[src/rtl/vga_term_writer.sv]
// Turns an ASCII byte stream into character-memory writes for a COLS x ROWS text terminal.
// Every output is registered; each write appears on the cycle after it is decided.
module vga_term_writer #(
  parameter int COLS = 71,
  parameter int ROWS = 30
) (
  input  logic        clock,
  input  logic        reset,
  input  logic        in_valid,
  input  logic [7:0]  in_data,
  output logic        in_ready,
  input  logic [2:0]  fg,
  input  logic [2:0]  bg,
  output logic        sel,
  output logic        we,
  output logic [31:0] addr,
  output logic [31:0] din,
  output logic [4:0]  cursor_row,
  output logic [6:0]  cursor_col,
  output logic        busy
);

  typedef enum logic [1:0] {IDLE, WRITE, CLEAR_ROW, CLEAR_SCREEN} state_t;

  localparam logic [6:0] LAST_COL = 7'(COLS - 1);
  localparam logic [4:0] LAST_ROW = 5'(ROWS - 1);
  localparam logic [7:0] SPACE    = 8'h20;

  state_t     state, state_n;
  logic [4:0] row, row_n, a_row, a_row_n, nrow;
  logic [6:0] col, col_n, a_col, a_col_n;
  logic [7:0] chr, chr_n;
  logic [2:0] fg_q, fg_n, bg_q, bg_n;
  logic       wr, wr_n, adv, adv_n, accept;

  assign nrow   = (row == LAST_ROW) ? 5'd0 : row + 5'd1;
  assign accept = in_valid && in_ready;

  always_comb begin
    state_n = state;
    row_n   = row;
    col_n   = col;
    a_row_n = a_row;
    a_col_n = a_col;
    chr_n   = chr;
    fg_n    = fg_q;
    bg_n    = bg_q;
    adv_n   = adv;
    wr_n    = 1'b0;
    case (state)
      IDLE: begin
        if (accept) begin
          fg_n = fg;
          bg_n = bg;
          if (in_data >= 8'h20 && in_data <= 8'h7E) begin
            state_n = WRITE;
            wr_n    = 1'b1;
            a_row_n = row;
            a_col_n = col;
            chr_n   = in_data;
            adv_n   = 1'b1;
          end else if (in_data == 8'h0A) begin
            state_n = CLEAR_ROW;
            wr_n    = 1'b1;
            row_n   = nrow;
            col_n   = 7'd0;
            a_row_n = nrow;
            a_col_n = 7'd0;
            chr_n   = SPACE;
          end else if (in_data == 8'h0D) begin
            col_n = 7'd0;
          end else if (in_data == 8'h08 && col != 7'd0) begin
            // Backspace erases in place; the cursor is not advanced afterwards.
            state_n = WRITE;
            wr_n    = 1'b1;
            col_n   = col - 7'd1;
            a_row_n = row;
            a_col_n = col - 7'd1;
            chr_n   = SPACE;
            adv_n   = 1'b0;
          end else if (in_data == 8'h0C) begin
            state_n = CLEAR_SCREEN;
            wr_n    = 1'b1;
            row_n   = 5'd0;
            col_n   = 7'd0;
            a_row_n = 5'd0;
            a_col_n = 7'd0;
            chr_n   = SPACE;
          end
        end
      end
      WRITE: begin
        state_n = IDLE;
        if (adv) begin
          if (col != LAST_COL) begin
            col_n = col + 7'd1;
          end else begin
            state_n = CLEAR_ROW;
            wr_n    = 1'b1;
            col_n   = 7'd0;
            row_n   = nrow;
            a_row_n = nrow;
            a_col_n = 7'd0;
            chr_n   = SPACE;
          end
        end
      end
      CLEAR_ROW: begin
        // The write address doubles as the sweep counter.
        if (a_col != LAST_COL) begin
          wr_n    = 1'b1;
          a_col_n = a_col + 7'd1;
        end else begin
          state_n = IDLE;
        end
      end
      CLEAR_SCREEN: begin
        if (a_col != LAST_COL) begin
          wr_n    = 1'b1;
          a_col_n = a_col + 7'd1;
        end else if (a_row != LAST_ROW) begin
          wr_n    = 1'b1;
          a_col_n = 7'd0;
          a_row_n = a_row + 5'd1;
        end else begin
          state_n = IDLE;
        end
      end
      default: state_n = IDLE;
    endcase
  end

  always_ff @(posedge clock or negedge reset) begin
    if (!reset) begin
      state    <= IDLE;
      row      <= 5'd0;
      col      <= 7'd0;
      a_row    <= 5'd0;
      a_col    <= 7'd0;
      chr      <= 8'd0;
      fg_q     <= 3'd0;
      bg_q     <= 3'd0;
      adv      <= 1'b0;
      wr       <= 1'b0;
      in_ready <= 1'b0;
      busy     <= 1'b0;
    end else begin
      state    <= state_n;
      row      <= row_n;
      col      <= col_n;
      a_row    <= a_row_n;
      a_col    <= a_col_n;
      chr      <= chr_n;
      fg_q     <= fg_n;
      bg_q     <= bg_n;
      adv      <= adv_n;
      wr       <= wr_n;
      in_ready <= (state_n == IDLE);
      busy     <= (state_n != IDLE);
    end
  end

  assign sel        = wr;
  assign we         = wr;
  assign addr       = {19'd0, a_col, a_row, 1'b0};
  assign din        = {18'd0, bg_q, fg_q, chr};
  assign cursor_row = row;
  assign cursor_col = col;

endmodule

[config.mk]
export PLATFORM = sky130hd
export DESIGN_NAME = vga_term_writer
export DESIGN_NICKNAME = d
export VERILOG_FILES = /design/src/rtl/vga_term_writer.sv
export SDC_FILE = /design/constraint.sdc
export NUM_CORES = 1
export LEC_CHECK = 0
export CAP_MARGIN = 20
export CORE_MARGIN = 2
export CORE_UTILIZATION = 43
export CTS_BUF_LIST = sky130_fd_sc_hd__clkbuf_16
export CTS_CLUSTER_DIAMETER = 120
export DETAILED_ROUTE_END_ITERATION = 12
export PLACE_DENSITY = 0.76
export SKIP_LAST_GASP = 1
export SYNTH_ARGS = -nofsm -noshare
export SYNTH_HDL_FRONTEND = slang
export SYNTH_SLANG_ARGS = --single-unit
export TNS_END_PERCENT = 10
[constraint.sdc]
create_clock -name clock -period 2.5 [get_ports clock]
set_clock_uncertainty 0.2 [all_clocks]
set_input_delay 0.5 -clock clock [delete_from_list [all_inputs] [get_ports clock]]
set_output_delay 0.5 -clock clock [all_outputs]
set_load 0.1 [all_outputs]
After elaboration in Yosys (flattened, before gate mapping):

Index checks and enable logic that the tools add are counted.

* output and inout port bits: 80
* register bits: 44
* input port bits: 17
* word-level logic and storage cells: 137

* multiplexer cells: 74
* $lt $le $gt $ge: 2
* reduce and logical (&&, ||, !) cells: 17
* eq/ne operators: 27
* add/subtract/negate cells: 5

Operator list (number)
* 2-to-1 mux 7 bit: 17
* 2-to-1 mux 5 bit: 16
* 2-to-1 mux 8 bit: 8
* == test 8 x 4 -> 1 bit (second input constant): 4
* one-hot mux 7 bit (4 select lines): 1
* 2-to-1 mux 2 bit: 11
* != test 2 bit (second input constant): 9
* one-hot mux 8 bit (2 select lines): 1
* AND reduction 8 bit: 2
* 2-to-1 mux 1 bit: 15
* != test 5 bit (second input constant): 3
* one-hot mux 5 bit (3 select lines): 1
* adder 7 x 1 -> 7 bit (second input constant): 2
* != test 7 bit (second input constant): 2
* one-hot mux 7 bit (2 select lines): 1
* != test 3 bit (second input constant): 4
* adder 5 x 1 -> 5 bit (second input constant): 2
* one-hot mux 5 bit (2 select lines): 1
* AND reduction 5 bit: 2
* >= comparator 8 x 6 -> 1 bit (second input constant): 1
* less-or-equal comparator 8 x 7 -> 1 bit (second input constant): 1
* one-hot mux 2 bit (4 select lines): 1
* AND reduction 7 bit: 1
* nonzero test 7 bit: 1
* 12 further kinds: 18

Depth between registers and ports, before layout:

* depth after elaboration: 9
* mapped depth: 9
* gate-level depth less buffers: 8

Least setup slack after synthesis:

OpenSTA, ideal clock, no wires.

* kind: register to register
* start: reg col[0] (netlist: cursor_col[0])
* end: reg a_col[6]
* buffers on the path: 0
* library setup time: 0.124 ns
* data arrival time: 2.740 ns
* required time: 2.176 ns
* clock period less this slack: 3.064 ns
* cell stages (with the launch flop): 9
* setup slack: -0.564 ns
* cells stage by stage: dfrtp_1 > inv_1 > ha_1 > or3b_4 > or3_4 > nor3b_1 > o21a_1 > o211a_1 > a211o_1

* longest elaborated chain between the ends: 8
* elaborated cells on any way between the ends: 13
* classes of those cells: 1 x add/sub; 3 x eq/ne; 6 x mux; 3 x reduce/logical

RTL lines
* start, declared: RTL line 31 `logic [6:0] col, col_n, a_col, a_col_n;`
* start signal, assigned: RTL line 150 `col <= col_n;`
* parallel branches: the longest is 8 deep, another holds subtractor 7 x 1 -> 7 bit
* end signal, assigned: RTL line 152 `a_col <= a_col_n;`
* end, declared: RTL line 31

Several ways; the timed one is not identified. The select of a mux whose other input is x is not followed.
A chain may end at the register's enable or synchronous reset.

Final worst setup path:

Same ends and word-level chain as after synthesis.

==> metrics <==
Chip Width=89.5 um; period utilization=101%; GRT met1 Usage=27.3%; Synth Area in XOR/XNOR=3.07%; num ports=97; first-pass GRT wire length=12800 um; detailed-route DRC error count=0; status=complete, but fails checks; worst skew pair latency=0.29 ns; Leak=1.84 nW; Site Rows=31; Layout Nets=483; largest net degree at the start of global routing=30; total power=0.00175 W; Slew Limit Fails=0; power per cell area=440 nW/um^2; WS Path Type=reg -> reg; CP Max Fanout=5; DRT Wirelength=7880 um; maximum VDD drop=0.000302 V; most frequent cell after synthesis=dfrtp_1; CP Data Required Time=2.47 ns; Adder-Cell Fraction of Synth Area=under 10%; clk buf depth=2; Root Buffer=clkbuf_16; compound-gate portion of the synthesized area=22.5%; arrival time at the worst endpoint=~2.5 ns; # setup viols final=3; grt peak-use layer=met2; Die Y-Extent=89.5 um; routed len/inst=roughly 14 um; clock transition at the registers of the reported paths=0.06 ns; fraction of registers with async set/reset=100%; Final ANT Viol Nets=0; post-route insts no fill=556; largest family of logic cells by synthesized area=compound AO/OA/AOI/OAI gates; worst rel slew slack=52.8%; max_cap viols=0; failing checks=setup timing; leading register cell type out of synthesis=dfrtp_1; die area=approximately 8000 um^2; Post-Syn Area per Cell=8.51 um^2; H-tree depth=2; initial antenna violation count=0; Initial Util=43.8%; CP Capture Type=flip-flop; Yosys warnings=0; Final GP Congestion=0.877; synth top area cells=dfrtp_1, buf_4, nand2_1; Post-DP Area=3830 um^2; port bufs=58; Synth Cell Area=3140 um^2; M3 GR Usage=3.42%; layout cells sized above 1=26.0%; drt first pass iters=5; routed vias/inst=5.33; Num CTS Buffers=5; largest area contributor in the netlist=dfrtp_1; antenna fix cells=0; mux share of post-synthesis cell area=1.39%; worst slew pin tran=0.709 ns; clock sink total=44; Yosys top cell area share=35.1%; total track usage=20.4%; grt total ovfl=0; post-synthesis cell type count=65; Post-synth EDFFs=0; vias=between 2000 and 3000; #FFs+latches synth=44; vias in the first global route=2676; met2 GRT Util=34.4%; worst setup margin=-0.0182 ns; hold slack=0.0642 ns; fmax=397 MHz; final std cell area, no fill=approximately 4000 um^2; # fillers=659; core area=7180 um^2; Synth top cells by count=dfrtp_1, nand2_1, buf_4; sequential-to-total area share from yosys stat=a little over a third; RSZ-0062 raised after global routing=true; DR iter-0 viols=230; Inst Count DP=548; final count of hold timing violations=0; nature of the critical path startpoint=flip-flop; Worst Hold Class=in -> async; Syn-to-layout area delta=26.8%; min Tclk post-route=2.52 ns; Synth Area in Simple Gates=20.2%; Hold Buf Count CTS=0; TritonCTS clock tree=yes; Syn Inst Count=369; dpl hpwl=between 5000 and 6000 um
==> final timing paths <==
check                                          start                        end  slack (ns)  cells after the start
max reg2reg                cursor_col[0]$_DFFE_PN0P_       a_col[6]$_DFFE_PN0P_       -0.02                      8
max in group asynchronous                      reset              sel$_DFF_PN0_        1.36                      2
min in group clock               fg_q[1]$_DFFE_PN0P_        fg_q[1]$_DFFE_PN0P_        0.28                      2
min                                            reset  cursor_row[1]$_DFFE_PN0P_        0.06                      1
max                        cursor_col[0]$_DFFE_PN0P_       a_col[6]$_DFFE_PN0P_       -0.02                      8
min reg2reg                      fg_q[1]$_DFFE_PN0P_        fg_q[1]$_DFFE_PN0P_        0.28                      2
==> kinds of logic (layout without fill, tap and decap cells) <==
family          after synthesis  count (layout)
buf+inv                      71             122
other cells                   1              38
mux                           4               4
fa+ha+maj                    10              10
flops                        44              44
xor+xnor                     11              11
simple gates                126             126
compound gates              102             102
==> worst max-delay path, stage by stage, from the launching register on <==
cell,delay [ns]
dfrtp_4,0.49
inv_4,0.09
ha_4,0.13
or3b_4,0.37
or3_4,0.33
nor3b_1,0.15
o21a_1,0.17
o211a_1,0.24
a211o_1,0.23
==> where the power goes <==
group	switching, W	total, W	internal (W)
Clock	0.000267	0.000630	0.000363
Sequential	0.00000371	0.000721	0.000718
Combinational	0.000344	0.000401	0.0000571
==> per-stage QoR <==
stage / setup slack (ns) / utilization [%] / setup TNS [ns]
3_5_place_dp: -0.367 / 53.3 / -6.74
6_report: -0.0182 / 55.5 / -0.0237
2_1_floorplan: -0.164 / - / -1.31
3_3_place_gp: -0.287 / 53.3 / -4.43
5_1_grt: -0.0982 / 55.5 / -0.928
4_1_cts: -0.00792 / 55.4 / -0.00933
==> sequential cells by signal, summed over array words and instances, names as in the netlist <==
register	count
busy	1
state	2
fg_q	3
bg_q	3
chr	8
adv	1
in_ready	1
sel	1
cursor_row	5
a_col	7
a_row	5
cursor_col	7
==> per-layer routing <==
layer	vias to the layer above	part of all wire (%)
met5	-	0
met4	0	1.1
met3	8	7.0
met2	134	48
met1	1398	44
li1	1422	-
==> what timing repair did <==
| item | CTS | global route |
|---|---|---|
| buffers inserted | 0 | 0 |
| cloned | 0 | 0 |
| resized for setup | 5 | 2 |
| endpoints found under the setup margin | 4 | 21 |
| pin swaps | 2 | 0 |
==> area by class of cell <==
type,instances,area (um^2),share of cell area [%]
sequential,44,1110,27.9
timing repair buffer,97,761,19.1
inverter,17,68.8,1.73
tap,99,124,3.11
multi-input combinational,291,1780,44.6
clock inverter,3,13.8,0.346
clock buffer,5,125,3.14
==> layout by cell type, fill, tap and decap left out, types with 5 or more instances in the layout <==
cell             count
a31oi_1              7
a21oi_1             13
nor3_1               9
ha_1                 9
xnor2_1              7
nor2_1              19
buf_4               81
nand2_1             43
and3_1               8
o31ai_1              5
o21ai_1             11
inv_1               15
nand3_1             20
o22ai_1              5
dfrtp_1             39
conb_1              38
clkbuf_16            5
o21ai_0             19
clkdlybuf4s50_1     13
No activity file was read; power rests on OpenSTA's default activity.
==> RTL change 1 (same settings) <==
Re-encode `state_t` (4 states) as Gray code, 2 bits wide.
--- a/src/rtl/vga_term_writer.sv
+++ b/src/rtl/vga_term_writer.sv
@@ -22,3 +22,3 @@
 
-  typedef enum logic [1:0] {IDLE, WRITE, CLEAR_ROW, CLEAR_SCREEN} state_t;
+  typedef enum logic [1:0] {IDLE = 2'b00, WRITE = 2'b01, CLEAR_ROW = 2'b11, CLEAR_SCREEN = 2'b10} state_t;
 
Formal check against the unedited RTL: no difference found for any inputs over 4 cycles, from zero or initial values and one cycle with reset low; so few cycles prove little.
==> RTL change 1 against the original RTL <==
- the flow still finishes with violations (setup timing)
- maximum frequency fell by 1.7%
- setup slack got worse by 0.044 ns
- final area rose by 11%
- total power fell by 2.4%
- synthesized cell count rose by 4.1%
- die area rose by 6.8%
- routed wire length rose by 9.1%
- count of clock-buffer cells in the layout did not move
- synthesized area rose by 7.2%
- sequential cell count did not move
- register-to-register slack got worse by 0.02 ns
- critical endpoint is now cursor_col[4]$_DFFE_PN0P_
==> RTL change 1: results (changes against the original RTL) <==
[detailed_routing]
wl_met3_um = 372  ; was 555 um
vias = 3096  ; was 2,962
drtPass1Iterations = 4  ; was 5
routedLengthMet1_mm = 3.81  ; was 3.47 mm
vias_per_cell = 5.31  ; was 5.33
drt_iter0_drc = 172  ; was 230
met2_length_mm = 4.35  ; was 3.76 mm
wl_per_cell_um = 14.7  ; was 14.2 um
highest_layer = met4  ; unchanged

[clocking]
clkSlewWorstSetupHoldPaths_ns = 0.06  ; about the same
cts_buffers = 5  ; unchanged
max-clock-path-buffers = 2  ; unchanged
cts_resized = 21  ; was 5
htreeDepth = 2  ; unchanged
clk_latency_ns = 0.29  ; about the same

[run_status]
violations = setup timing  ; unchanged
outcome = finished with violations  ; unchanged

[synthesis]
syn_avg_cell_area_um2 = 8.76  ; was 8.51 um2
yosys-top-cells-area = dfrtp_1 (33%), buf_4 (8.9%), ha_1 (5.6%), a221oi_1 (3.1%), nand3_1 (3.0%)  ; was dfrtp_1 (35%), buf_4 (9.6%), nand2_1 (5.1%), ha_1 (4.0%), nand3_1 (3.2%)
synth_area_leader_cell = dfrtp_1  ; unchanged
synthTopCellsByCount = dfrtp_1 (44), buf_4 (40), nor2_1 (26), inv_1 (21), nand3_1 (20)  ; was dfrtp_1 (44), nand2_1 (43), buf_4 (40), nand3_1 (20)
synth-seq-area-share = 0.327  ; was 0.351
synth.distinct_cells = 67  ; was 65
async_flop_share = 1.00  ; unchanged

[timing]
hold_ws_ns = 0.0628  ; was 0.0642 ns
tightest_slew_ns = 0.720  ; was 0.709 ns
setup_viol = 10  ; was 3
hold_viol_final = 0  ; unchanged
setup_slack_ns = -0.0617  ; was -0.0182 ns
tns_ns = -0.207  ; was -0.0237 ns

[setup_path]
cp_slowest_cell = or4_4  ; was dfrtp_4
slowest_delay_ns = 0.56  ; was 0.49 ns
critical_path.top_delay_family = simple AND/OR/NAND/NOR gates  ; unchanged
r2r_setup_slack_ns = -0.04  ; was -0.02 ns
arrival_ns = 2.56  ; was 2.48 ns
critical_path.max_fanout = 7  ; was 5

[power]
peakVddDrop_uv = 229  ; was 302 uV
power_switching_share = 0.342  ; was 0.351
p_leak_nw = 2.00  ; was 1.84 nW

[placement]
port_buffers = 58  ; unchanged
dp_cells = 575  ; was 548
pre_cts_ws_ns = -0.607  ; was -0.367 ns
hpwlAfterDp_mm = 6.39  ; was 5.90 mm
dpl_cell_area_mm2 = 0.00418  ; was 0.00383 mm2
gp_congestion = 0.907  ; was 0.877

[global_route]
grt_pass1_wl_mm = 14.6  ; was 12.8 mm
gr-usage-met2 = 0.358  ; was 0.344
grt_util_all_layers = 0.208  ; was 0.204
use_met1 = 0.275  ; was 0.273
use_met3 = 0.0325  ; was 0.0342
grt_max_degree = 30  ; unchanged

[final_layout]
largest_reg_flops = 8  ; unchanged
nFillCells = 684  ; was 659
drive_above_1_share = 0.349  ; was 0.260
final-seq-area_mm2 = 0.00114  ; was 0.00111 mm2
nets = 512  ; was 483

[min_path]
worstHoldPathType = in -> async  ; unchanged

## RTL change 1: changes by cell type after synthesis, moves of 6 or more
cell / before / now
a221oi_1: 4 / 12
mux2_2: 0 / 6
nor2_1: 19 / 26
o21ai_1: 11 / 18
clkbuf_1: 6 / 12
nand2_1: 43 / 19
or3_1: 1 / 7
## RTL change 1: cell type report
cell class / instances / share of cell area
Timing Repair Buffer: 110 / 0.198
Sequential cell: 44 / 0.256
Clock buffer: 5 / 0.0282
Clock inverter: 3 / 0.00339
Tap cell: 102 / 0.0288
Multi-Input combinational cell: 298 / 0.468
Inverter: 21 / 0.0178
## RTL change 1: final timing paths
kind	end	from	cells past startpoint
min in group clock	chr[7]$_DFFE_PN0P_	chr[7]$_DFFE_PN0P_	1
max in group asynchronous	bg_q[1]$_DFFE_PN0P_	reset	2
worst max register to register	a_col[4]$_DFFE_PN0P_	cursor_col[0]$_DFFE_PN0P_	9
worst min-delay path	cursor_row[4]$_DFFE_PN0P_	reset	1
worst max-delay path	cursor_col[4]$_DFFE_PN0P_	in_data[6]	7
worst min register to register	chr[7]$_DFFE_PN0P_	chr[7]$_DFFE_PN0P_	1
## RTL change 1: power by group through the flow
| stage | combinational (mW) | sequential (mW) | clock (mW) |
|---|---|---|---|
| after global routing | 0.366 | 0.711 | 0.671 |
| after global placement | 0.346 | 0.725 | 0 |
| after detailed placement | 0.348 | 0.725 | 0 |
| after CTS | 0.350 | 0.711 | 0.658 |
| final | 0.353 | 0.712 | 0.646 |
| after floorplan | 0.323 | 0.726 | 0 |
## RTL change 1: cells by family after synthesis
kind of cell | share of synthesized area
simple gates | 0.207
compound gates | 0.229
buf+inv | 0.141
flops | 0.327
fa+ha+maj | 0.0558
mux | 0.0264
xor+xnor | 0.0130
other cells | 0.00111
==> RTL change 2 (same flow settings) <==
Made on the original files. Change the parameter `ROWS` from 30 to 16.
--- a/src/rtl/vga_term_writer.sv
+++ b/src/rtl/vga_term_writer.sv
@@ -4,3 +4,3 @@
   parameter int COLS = 71,
-  parameter int ROWS = 30
+  parameter int ROWS = 16
 ) (
Check against the original RTL: no difference found for any inputs over 4 cycles, from zero or initial values and one cycle with reset low; that may be too few to reach the edited logic, so the function may still have changed.
==> RTL change 2 against the original RTL <==
- utilization rose by 3.7 points
- maximum frequency shrank 3.2%
- worst hold slack got worse by 0.070 ns
- setup slack worse by 0.083 ns
- routed wire length grew 4.4%
- synthesized area shrank 2.2%
- sequential cell count is the same
- sequential power is 1% lower
- final area grew 2.1%
- the flow finishes with violations (hold timing, setup timing)
- sequential share of layout area decreased by 0.44 points
- total power is 3.6% lower
- largest cell class unchanged
==> RTL change 2: results (changes against the original RTL) <==
[timing]
setup_slack_ns = -0.102  ; was -0.0182 ns
tightest_slew_ns = 0.597  ; was 0.709 ns
setup_viol = 14  ; was 3
hold_ws_ns = -0.00587  ; was 0.0642 ns
hold_viol_final = 21  ; was 0

[global_route]
use_met3 = 0.0354  ; was 0.0342
grt_pass1_wl_mm = 12.9  ; was 12.8 mm
gr-usage-met2 = 0.357  ; was 0.344
use_met1 = 0.273  ; about the same
grt_util_all_layers = 0.206  ; was 0.204
grt_max_degree = 24  ; was 30
grt_antenna_before_repair = 0  ; unchanged
grt_pass1_vias = 2764  ; was 2,676

[final_layout]
largest_reg_flops = 8  ; unchanged
nets = 488  ; was 483
nFillCells = 599  ; was 659
diodes = 0  ; unchanged
drive_above_1_share = 0.289  ; was 0.260
largest-register = chr  ; unchanged

[placement]
dpl_cell_area_mm2 = 0.00384  ; was 0.00383 mm2
port_buffers = 58  ; unchanged
gp_congestion = 0.915  ; was 0.877
hpwlAfterDp_mm = 6.06  ; was 5.90 mm

[clocking]
cts_buffers = 5  ; unchanged
htreeDepth = 2  ; unchanged
cts_root_buf = clkbuf_16  ; unchanged
clkSlewWorstSetupHoldPaths_ns = 0.06  ; about the same
max-clock-path-buffers = 2  ; unchanged
clk_latency_ns = 0.28

[synthesis]
synthAdderAreaFrac = 0.0366  ; was 0.0398
synth.distinct_cells = 56  ; was 65
yosys-top-cells-area = dfrtp_1 (36%), buf_4 (9.5%), o21ai_0 (4.6%), nand2_1 (4.5%), ha_1 (3.7%)  ; was dfrtp_1 (35%), buf_4 (9.6%), nand2_1 (5.1%), ha_1 (4.0%), nand3_1 (3.2%)
synthFlopType = dfrtp_1  ; unchanged
async_flop_share = 1.00  ; unchanged
synth_compound_area_frac = 0.210  ; was 0.225
synth-seq-area-share = 0.358  ; was 0.351
synthMuxAreaShare = 0.0379  ; was 0.0139
yosys_warnings = 0  ; unchanged
yosys.area_share.xor_xnor = 0.0143  ; was 0.0307
synthTopCellsByCount = dfrtp_1 (44), buf_4 (39), nand2_1 (37), o21ai_0 (28), nor2_1 (27)  ; was dfrtp_1 (44), nand2_1 (43), buf_4 (40), nand3_1 (20)

[run_status]
outcome = finished with violations  ; unchanged
violations = hold timing, setup timing  ; was setup timing

[setup_path]
r2r_cells = 7  ; was 8
worstReg2RegStart = cursor_col[2]$_DFFE_PN0P_  ; was cursor_col[0]$_DFFE_PN0P_
arrival_ns = 2.57  ; was 2.48 ns
critical_path.max_fanout = 8  ; was 5
r2r-end = a_col[1]$_DFFE_PN0P_  ; was a_col[6]$_DFFE_PN0P_

[detailed_routing]
drt_iter0_drc = 210  ; was 230
drtPass1Iterations = 4  ; was 5
vias_per_cell = 5.32  ; was 5.33
wl_per_cell_um = 14.7  ; was 14.2 um

[min_path]
worstHoldPathType = in -> async  ; unchanged

[power]
peakVddDrop_uv = 217  ; was 302 uV
p_leak_nw = 1.91  ; was 1.84 nW

RTL change 2: changes by cell type after synthesis, sizes merged, moves of 4 or more:
| cell | delta |
|---|---|
| mux2i | +5 |
| a31oi | -5 |
| nor2 | +7 |
| a22o | +4 |
| nand2b | +6 |
| and3 | -4 |
| nand3 | -8 |
| nand2 | -6 |
| buf | -5 |
| xnor2 | -4 |
| a21oi | +4 |
| inv | -6 |
| nor2b | +5 |
RTL change 2: worst max path at each step:
stage                                         start                        end  depth (start not counted)
after floorplan           cursor_col[2]$_DFFE_PN0P_       a_col[2]$_DFFE_PN0P_                          8
after global placement                   in_data[2]       a_col[1]$_DFFE_PN0P_                          9
after detailed placement                 in_data[3]  cursor_col[4]$_DFFE_PN0P_                          7
after CTS                                in_data[3]       a_col[6]$_DFFE_PN0P_                          7
after global routing      cursor_col[2]$_DFFE_PN0P_       a_col[1]$_DFFE_PN0P_                          7
final                     cursor_col[2]$_DFFE_PN0P_       a_col[1]$_DFFE_PN0P_                          7
RTL change 2: cell type report:
class | instances | area share
Clock buffer | 5 | 0.0308
Tap cell | 96 | 0.0296
Clock inverter | 3 | 0.00277
Sequential cell | 44 | 0.275
Inverter | 11 | 0.0108
Timing Repair Buffer | 111 | 0.214
Multi-Input combinational cell | 289 | 0.438
RTL change 2: routing by layer:
layer | up-vias | routed length [um]
met5 | - | 0
met4 | 0 | 98
met3 | 12 | 427
met2 | 97 | 4160
met1 | 1446 | 3540
li1 | 1417 | -
RTL change 2: cells by family (layout without fill, tap and decap cells):
group / after synthesis / count (layout)
AO/OA/AOI/OAI: 98 / 98
XOR/XNOR: 5 / 5
adder cells (fa/ha/maj): 9 / 9
flip-flops: 44 / 44
AND/OR/NAND/NOR: 128 / 128
buffers and inverters: 62 / 130
multiplexers: 11 / 11
other: 1 / 38
RTL change 2: worst max-delay path: stages (launching register included):
cell and delay (ns):
dfrtp_4 0.47, or4_4 0.55, or3_4 0.36, a211oi_4 0.34, o21a_4 0.23, inv_4 0.05
buf_4 0.13, o21a_1 0.16
RTL change 2: per-stage QoR:
stage / worst slack, ns / cells / setup TNS (ns) / hold slack, ns / utilization
after floorplan: -0.276 / 395 / -4.85 / 0.00441 / -
after global placement: -0.362 / 548 / -8.60 / 0.263 / 0.559
after detailed placement: -0.411 / 548 / -10.0 / 0.273 / 0.559
after CTS: -0.0954 / 556 / -0.933 / 0.00927 / 0.583
after global routing: -0.163 / 559 / -2.49 / 0.0227 / 0.592
final: -0.102 / 559 / -0.608 / -0.00587 / 0.592
RTL change 2: where the power goes:
part	internal, mW	switching [mW]
clock network	0.360	0.270
logic	0.0490	0.298
registers	0.712	0
RTL change 2: what timing repair did:
item | 4_1_cts | 5_1_grt
pin swaps | 0 | 4
buffers inserted | 0 | 3
resized for setup | 6 | 10
endpoints found under the setup margin | 28 | 22
